**src/rtl/biquad8_coeff_pkg.sv**
```systemverilog
// Shared constants and FSM encoding for the biquad8 coefficient loader.
// CBITS_DEFAULT must match the B-port width used by the biquad stages.
package biquad8_coeff_pkg;

  localparam int CBITS_DEFAULT  = 18;
  localparam int NSAMP_DEFAULT  = 8;
  localparam int NCHAIN_DEFAULT = 2 * (NSAMP_DEFAULT - 2);

  // B1 cascade length for a stage processing nsamp samples per clock
  function automatic int calc_nchain(input int nsamp);
    return 2 * (nsamp - 2);
  endfunction

  typedef logic [1:0] state_t;

  localparam state_t ST_IDLE   = 2'd0;
  localparam state_t ST_SHIFT  = 2'd1;
  localparam state_t ST_UPDATE = 2'd2;
  localparam state_t ST_HOLD   = 2'd3;

endpackage

```
**src/rtl/biquad8_coeff_loader.sv**
```systemverilog
// Shadow-buffered coefficient writer for the biquad8 incremental stage:
// streams the buffer into the DSP B cascade, pulses update, holds bypass.
module biquad8_coeff_loader
  import biquad8_coeff_pkg::*;
#(
  parameter int NSAMP       = NSAMP_DEFAULT,
  parameter int NCHAIN      = calc_nchain(NSAMP),
  parameter int CBITS       = CBITS_DEFAULT,
  parameter int BYPASS_HOLD = 16,
  parameter int AW          = 4
) (
  input  logic             clk,
  input  logic             rst,
  input  logic             wr_en_i,
  input  logic [AW-1:0]    wr_addr_i,
  input  logic [CBITS-1:0] wr_dat_i,
  input  logic             commit_i,
  output logic             busy_o,
  output logic             err_o,
  output logic [CBITS-1:0] coeff_dat_o,
  output logic             coeff_wr_o,
  output logic             coeff_update_o,
  output logic             bypass_o
);

  localparam int CW = $clog2(NCHAIN + 1);
  localparam int HW = (BYPASS_HOLD > 0) ? $clog2(BYPASS_HOLD + 1) : 1;

  localparam logic [CW-1:0] LAST_SHIFT = CW'(NCHAIN - 1);
  localparam logic [AW-1:0] LAST_ADDR  = AW'(NCHAIN - 1);
  localparam logic [AW:0]   NCHAIN_LIM = (AW + 1)'(NCHAIN);
  localparam logic [HW-1:0] HOLD_LOAD  = (BYPASS_HOLD > 0) ? HW'(BYPASS_HOLD - 1) : '0;

  state_t           state_q, state_d;
  logic [CW-1:0]    shift_cnt_q, shift_cnt_d;
  logic [HW-1:0]    hold_cnt_q, hold_cnt_d;
  logic [CBITS-1:0] coeff_dat_q, coeff_dat_d;
  logic             err_q, err_d;

  logic [CBITS-1:0] shadow_mem [2**AW];

  logic             busy;
  logic             wr_ok;
  logic             wr_drop;
  logic             commit_ok;
  logic             commit_drop;
  logic [AW-1:0]    rd_addr;

  assign busy        = (state_q != ST_IDLE);
  assign wr_ok       = wr_en_i && !busy && ({1'b0, wr_addr_i} < NCHAIN_LIM);
  assign wr_drop     = wr_en_i && !wr_ok;
  assign commit_ok   = commit_i && !busy;
  assign commit_drop = commit_i && busy;

  // Entries leave last-first so that shadow[0] ends up in the first DSP
  assign rd_addr = LAST_ADDR - AW'(shift_cnt_q);

  always_comb begin
    state_d     = state_q;
    shift_cnt_d = shift_cnt_q;
    hold_cnt_d  = hold_cnt_q;
    coeff_dat_d = coeff_dat_q;
    err_d       = err_q;

    if (wr_drop || commit_drop) begin
      err_d = 1'b1;
    end else if (commit_ok) begin
      err_d = 1'b0;
    end

    case (state_q)
      ST_IDLE: begin
        if (commit_i) begin
          state_d     = ST_SHIFT;
          shift_cnt_d = '0;
        end
      end
      ST_SHIFT: begin
        // Data register trails the wr strobe by one clock, matching the IIR input stage
        coeff_dat_d = shadow_mem[rd_addr];
        shift_cnt_d = shift_cnt_q + 1'b1;
        if (shift_cnt_q == LAST_SHIFT) begin
          state_d = ST_UPDATE;
        end
      end
      ST_UPDATE: begin
        if (BYPASS_HOLD == 0) begin
          state_d = ST_IDLE;
        end else begin
          state_d    = ST_HOLD;
          hold_cnt_d = HOLD_LOAD;
        end
      end
      ST_HOLD: begin
        if (hold_cnt_q == '0) begin
          state_d = ST_IDLE;
        end else begin
          hold_cnt_d = hold_cnt_q - 1'b1;
        end
      end
      default: state_d = ST_IDLE;
    endcase
  end

  always_ff @(posedge clk) begin
    if (rst) begin
      state_q     <= ST_IDLE;
      shift_cnt_q <= '0;
      hold_cnt_q  <= '0;
      coeff_dat_q <= '0;
      err_q       <= 1'b0;
    end else begin
      state_q     <= state_d;
      shift_cnt_q <= shift_cnt_d;
      hold_cnt_q  <= hold_cnt_d;
      coeff_dat_q <= coeff_dat_d;
      err_q       <= err_d;
    end
  end

  // Shadow contents survive reset; software owns them
  always_ff @(posedge clk) begin
    if (wr_ok) begin
      shadow_mem[wr_addr_i] <= wr_dat_i;
    end
  end

  assign busy_o         = busy;
  assign bypass_o       = busy;
  assign err_o          = err_q;
  assign coeff_dat_o    = coeff_dat_q;
  assign coeff_wr_o     = (state_q == ST_SHIFT);
  assign coeff_update_o = (state_q == ST_UPDATE);

endmodule

```
**config.mk**
```make
export PLATFORM = sky130hd
export DESIGN_NAME = biquad8_coeff_loader
export DESIGN_NICKNAME = d
export VERILOG_FILES = /design/src/rtl/biquad8_coeff_pkg.sv /design/src/rtl/biquad8_coeff_loader.sv
export SDC_FILE = /design/constraint.sdc
export NUM_CORES = 1
export LEC_CHECK = 0
export CAP_MARGIN = 30
export CORE_MARGIN = 2
export CORE_UTILIZATION = 60
export DETAILED_ROUTE_END_ITERATION = 8
export GPL_TIMING_DRIVEN = 1
export PLACE_DENSITY = 0.86
export RECOVER_POWER = 25
export SLEW_MARGIN = 20
export SYNTH_ARGS = -nofsm -noshare
export SYNTH_HDL_FRONTEND = slang
export SYNTH_SLANG_ARGS = --single-unit
```
**constraint.sdc**
```tcl
create_clock -name clk -period 6.1 [get_ports clk]
set_input_delay 0.61 -clock clk [delete_from_list [all_inputs] [get_ports clk]]
set_output_delay 0.61 -clock clk [all_outputs]
set_load 0.005 [all_outputs]
```
* Yosys cells after proc, flatten, opt, wreduce, memory -nomap -nowiden
Memories as Yosys holds them, arrays and structs flattened. A register that Yosys moved wholly into a read port is not among the register bits.
Index checks and enable logic that the tools add are counted.
** Word-level totals
- Memories kept :: 1
- Bits in registers :: 12
- Bits of input ports :: 26
- Output and inout port bits :: 23
- RAM bits :: 288
- Word-level logic and storage cells :: 46
** Operators by class
- Multiplexer cells :: 12
- Equality and inequality tests :: 8
- Magnitude comparators :: 1
- Add/subtract/negate cells :: 3
- Reduce and logical (&&, ||, !) cells :: 17
** Memories
- shadow_mem :: depth 16, bits a word 18, rd ports 1, clocked after Yosys merged registers in 1, wr ports 1, line biquad8_coeff_loader.sv:40 : logic [CBITS-1:0] shadow_mem [2**AW];
** Operator list (count)
- $pmux 5 s2 :: 1
- $pmux 2 s4 :: 1
- $pmux 4 s2 :: 1
- $reduce_bool 2->1 :: 4
- $mux 2 :: 3
- $ne 2x2->1 const B :: 3
- $logic_and 1x1->1 :: 5
- $logic_not 5->1 :: 1
- $mux 5 :: 1
- $sub 5x1->5 const B :: 1
- $add 4x1->4 const B :: 1
- $eq 2x2->1 const B :: 2
- $eq 4x4->1 const B :: 1
- $lt 4x4->1 const B :: 1
- $mux 1 :: 4
- $mux 4 :: 1
- $reduce_and 2->1 :: 2
- $sub 4x4->4 const A :: 1
- $reduce_and 3->1 :: 1
- $eq 2x1->1 const B :: 1
- $logic_not 1->1 :: 2
- $logic_not 2->1 :: 1
- $ne 2x1->1 const B :: 1
- $logic_or 1x1->1 :: 1

* Logic depth before layout (Yosys ltp)
- Word-level depth :: 8
- Gate-level depth with buffers :: 11
- Depth with buffers taken out :: 6

* Worst setup path before layout
OpenSTA, ideal clock, no wires.
- Kind :: register to register
- Start :: reg state_q[0]
- End :: mem shadow_mem[8][0] in the netlist's numbering, enable pin
- Required time :: 5.659 ns
- Arrival :: 2.512 ns
- Path buffers :: 0
- Clock period less this slack :: 2.952 ns
- Setup time :: 0.441 ns
- Path slack :: 3.148 ns
- Stages on the path, launching flop included :: 5
- Cells stage by stage :: dfxtp_1 > inv_1 > ha_1 > nand3_1 > nor4_1
** Between the ends
- Word-level cells in the longest chain between the ends :: 6
** Ends and longest elaborated chain
- start, declared :: line biquad8_coeff_loader.sv:34 : state_t state_q, state_d;
- start signal, assigned :: line biquad8_coeff_loader.sv:113 : state_q <= state_d;
- $reduce_bool 2->1 :: line biquad8_coeff_loader.sv:49 : assign busy = (state_q != ST_IDLE);
- $logic_not 1->1 :: line biquad8_coeff_loader.sv:50 : assign wr_ok = wr_en_i && !busy && ({1'b0, wr_addr_i} < NCHAIN_LIM);
- $logic_and 1x1->1 (2 in a row) :: line biquad8_coeff_loader.sv:50
- $mux 1 :: line biquad8_coeff_loader.sv:123 : if (wr_ok) begin
- $mux 1 (implied by the code) :: line biquad8_coeff_loader.sv:124 : shadow_mem[wr_addr_i] <= wr_dat_i;
- end, declared :: line biquad8_coeff_loader.sv:40
No other way between the ends.

* Worst setup path in the final report
- Start :: reg shift_cnt_q[2]
- End :: reg coeff_dat_q[1], in the netlist coeff_dat_o[1], read port of shadow_mem
** Between the ends
- Word-level cells in the longest chain between the ends :: 1
** Ends and longest elaborated chain
- start, declared :: line biquad8_coeff_loader.sv:35 : logic [CW-1:0] shift_cnt_q, shift_cnt_d;
- start signal, assigned :: line biquad8_coeff_loader.sv:114 : shift_cnt_q <= shift_cnt_d;
- $sub 4x4->4 :: line biquad8_coeff_loader.sv:56 : assign rd_addr = LAST_ADDR - AW'(shift_cnt_q);
- end, declared :: line biquad8_coeff_loader.sv:37 : logic [CBITS-1:0] coeff_dat_q, coeff_dat_d;
No other way between the ends.
A chain may end at the register's enable or synchronous reset.

==> metrics.yaml <==
synthesis:
  synth_top_area_frac: 0.701
  avgSynthCellArea_um2: 16.4
  synthTopCellsByCount: "edfxtp_1 (288), mux2i_1 (146), nand3_1 (58)"
  syn_area_um2: 12300
  synth_top_area_cell: "edfxtp_1"
  synth_ff_type: "edfxtp_1"
  ys_seq_area_frac: 0.750
  yosysWarnings: 0
  ys_ff_latch: 318
  ys_async_sr_fraction: 0
  synth_cells: 753
  synth_most_common_cell: "edfxtp_1"
  synth_edf_count: 288
  synth.distinct_cells: 33
  synth.area.top_cells: "edfxtp_1 (70%), mux2i_1 (12%), dfxtp_1 (4.9%), a22oi_1 (3.3%), nand3_1 (2.4%)"
grt:
  grt_max_degree: 54
  groute.usage.overall: 0.228
  grt_pass1_vias: 7009
  antenna_found_initial: 0
  grt_pass1_wl_mm: 37.8
  globalRouteOverflowTotal: 0
drt:
  routed_via_density: 5.86
  drc_errors: 0
  antenna_left: 0
  wl_met3_mm: 1.70
  first_pass_iters: 5
  routed_wl_mm: 24.7
  wl_per_cell_um: 20.9
  drt_iter0_drc: 646
  route.vias.total: 6911
  met1_length_mm: 10.1
  top_layer_used: "met4"
  wl_met2_mm: 12.1
worst_hold_path:
  min_path_cells: 2
  hold_start: "coeff_dat_o[2]"
  min_delay_worst_endpoint: "coeff_dat_o[2]"
  min_path_type: "flop to flop"
timing:
  rsz0062_at_grt: "no"
  fin_crit_sh: 0.479
  hold_viol: 0
  min_period_ns: 2.92
  fin_skew_ns: 0.00519
  fmax_mhz: 342
  relSlewSlack: 0.363
  whs_ns: 0.468
  worst_pin_slew_ns: 0.951
  setup_viol: 0
  fin_setup_tns_ns: 0
  final_max_slew_viol_count: 0
pwr:
  p_per_area_nw_per_um2: 342
  switchingPower_mw: 1.12
  p_leak_nw: 4.69
  seqPwrFrac: 0.522
  swShare: 0.225
  worst_ir_drop_vdd_uv: 218
  p_int_mw: 3.84
  combinationalPowerShare: 0.100
  pwr-share-clk: 0.378
die:
  num_rows: 52
  die_w_um: 147
  pin_count: 49
  start_util: 0.609
  die_h_um: 147
  core_area_um2: 20200
  dieArea_um2: 21700
clock_network:
  clkLatencyLatePin_ns: 0.54
  clk_path_buf_depth: 3
  numCtsBuffers: 31
  cts_setup_buffers: 0
  cts.sinks: 318
  clk_pin_slew_worst_paths_ns: 0.06
  holdBufCountCts: 0
  cts_max_level: 1
  cts_root_buffer: "clkbuf_16"
  cts_tree: "built"
  cts_resized: 0
setup_path:
  critPathSlowestCell: "dfxtp_4"
  cp_cell_sequence: "inv_1 > ha_1 > and2_1 > buf_4 > a22oi_1 > nand3_1 > nand3_1"
  worstSetupPathType: "flop to flop"
  critPathMaxStageDelay_ns: 0.86
  arrival_ns: 3.35
  timing.rr.end: "coeff_dat_o[1]"
  crit_fanout: 46
  cpMostUsedCell: "nand3_1"
  cp-end-kind: "flop"
  required_ns: 6.53
  rr_startpoint: "shift_cnt_q[2]"
  rr_worst_depth: 7
  r2r_setup_slack_ns: 3.18
  cp-start-kind: "flop"
cells_and_area:
  nFillCells: 1200
  drive_gt1_frac: 0.101
  num_antenna_cells: 0
  area_growth_pct: 17.5
  nets: 919
place:
  io_buffers: 48
  place.gp.congestion: 0.753
  dp_hpwl_mm: 13.9
flow_run:
  maxCapViolCount: 0
run_status:
  status: "complete, no violations"
==> metal layers <==
layer | global-route usage | up-vias
met4 | 0.0837 | 0
met1 | 0.305 | 3436
met5 | 0 | -
met3 | 0.0373 | 66
li1 | - | 3124
met2 | 0.383 | 285
==> final cells by class <==
cell class | count | area (µm²) | area share
clock inverter | 20 | 176 | 0.0122
clock buffer | 37 | 838 | 0.0579
multi-input combinational | 460 | 3200 | 0.221
tap | 270 | 338 | 0.0233
sequential | 318 | 9250 | 0.639
timing repair buffer | 68 | 653 | 0.0451
inverter | 7 | 26.3 | 0.00181
==> cells in the final DEF (no fill, tap or decap), drive strengths merged, types with 2 or more instances in the layout <==
master / count
a21oi: 24
clkbuf: 37
clkinv: 15
dfxtp: 30
nand2: 43
xor2: 2
clkinvlp: 2
a22oi: 55
conb: 72
nand3b: 3
nor2b: 3
nand2b: 6
bufinv: 3
inv: 7
buf: 20
clkdlybuf4s50: 39
o21ai: 4
nand3: 58
ha: 7
edfxtp: 288
and2: 2
mux2i: 146
nor2: 16
a32oi: 2
nor3: 7
dlygate4sd3: 9
==> sequential cells by signal (all words and copies together) (netlist names) <==
name and count:
shadow_mem 288, coeff_dat_o 18, hold_cnt_q 5, shift_cnt_q 4, state_q 2, err_o 1
==> power groups by stage <==
stage | logic [mW] | clock network, mW | registers (mW)
3_5_place_dp | 0.487 | 0 | 2.63
4_1_cts | 0.492 | 1.89 | 2.59
6_report | 0.496 | 1.87 | 2.59
2_1_floorplan | 0.252 | 0 | 2.61
5_1_grt | 0.537 | 1.98 | 2.60
3_3_place_gp | 0.460 | 0 | 2.63
==> worst max-delay path, delay by kind of cell, from the launching register on <==
| family | cells | cell delay, ns |
|---|---|---|
| AOI/OAI and AO/OA | 1 | 0.16 |
| adders and majority gates | 1 | 0.38 |
| buffers and inverters | 2 | 0.51 |
| DFF | 1 | 0.86 |
| and+or+nand+nor | 3 | 0.88 |
==> worst max path at each step <==
stage | to | startpoint | cells past startpoint
after floorplan | shadow_mem[8][0] | state_q[0] | 4
after global placement | shadow_mem[11][4] | wr_addr_i[0] | 4
after detailed placement | coeff_dat_o[7] | rst | 5
after CTS | coeff_dat_o[7] | shift_cnt_q[2] | 7
after global routing | coeff_dat_o[8] | shift_cnt_q[2] | 7
final | coeff_dat_o[1] | shift_cnt_q[2] | 7
==> per-stage QoR <==
stage | std cells | setup slack [ns] | util | cell area, µm² | power, mW
floorplan | 824 | 3.15 | - | 12600 | 2.87
global placement | 1117 | 3.17 | 0.662 | 13400 | 3.09
detailed placement | 1121 | 3.07 | 0.665 | 13500 | 3.12
CTS | 1178 | 3.16 | 0.715 | 14500 | 4.97
global route | 1180 | 3.02 | 0.716 | 14500 | 5.11
finish | 1180 | 3.18 | 0.716 | 14500 | 4.95
==> cells by family (layout without fill, tap and decap cells) <==
| logic type | Yosys count | after routing | share of synthesized area |
|---|---|---|---|
| AO/OA/AOI/OAI | 89 | 89 | 0.0491 |
| buffers and inverters | 46 | 132 | 0.0172 |
| flip-flops | 318 | 318 | 0.750 |
| other | 1 | 72 | 0.000304 |
| multiplexers | 147 | 147 | 0.119 |
| XOR/XNOR | 2 | 2 | 0.00142 |
| AND/OR/NAND/NOR | 143 | 143 | 0.0554 |
| adder cells (fa/ha/maj) | 7 | 7 | 0.00710 |
Note: power is estimated with default switching activity, not from simulation.
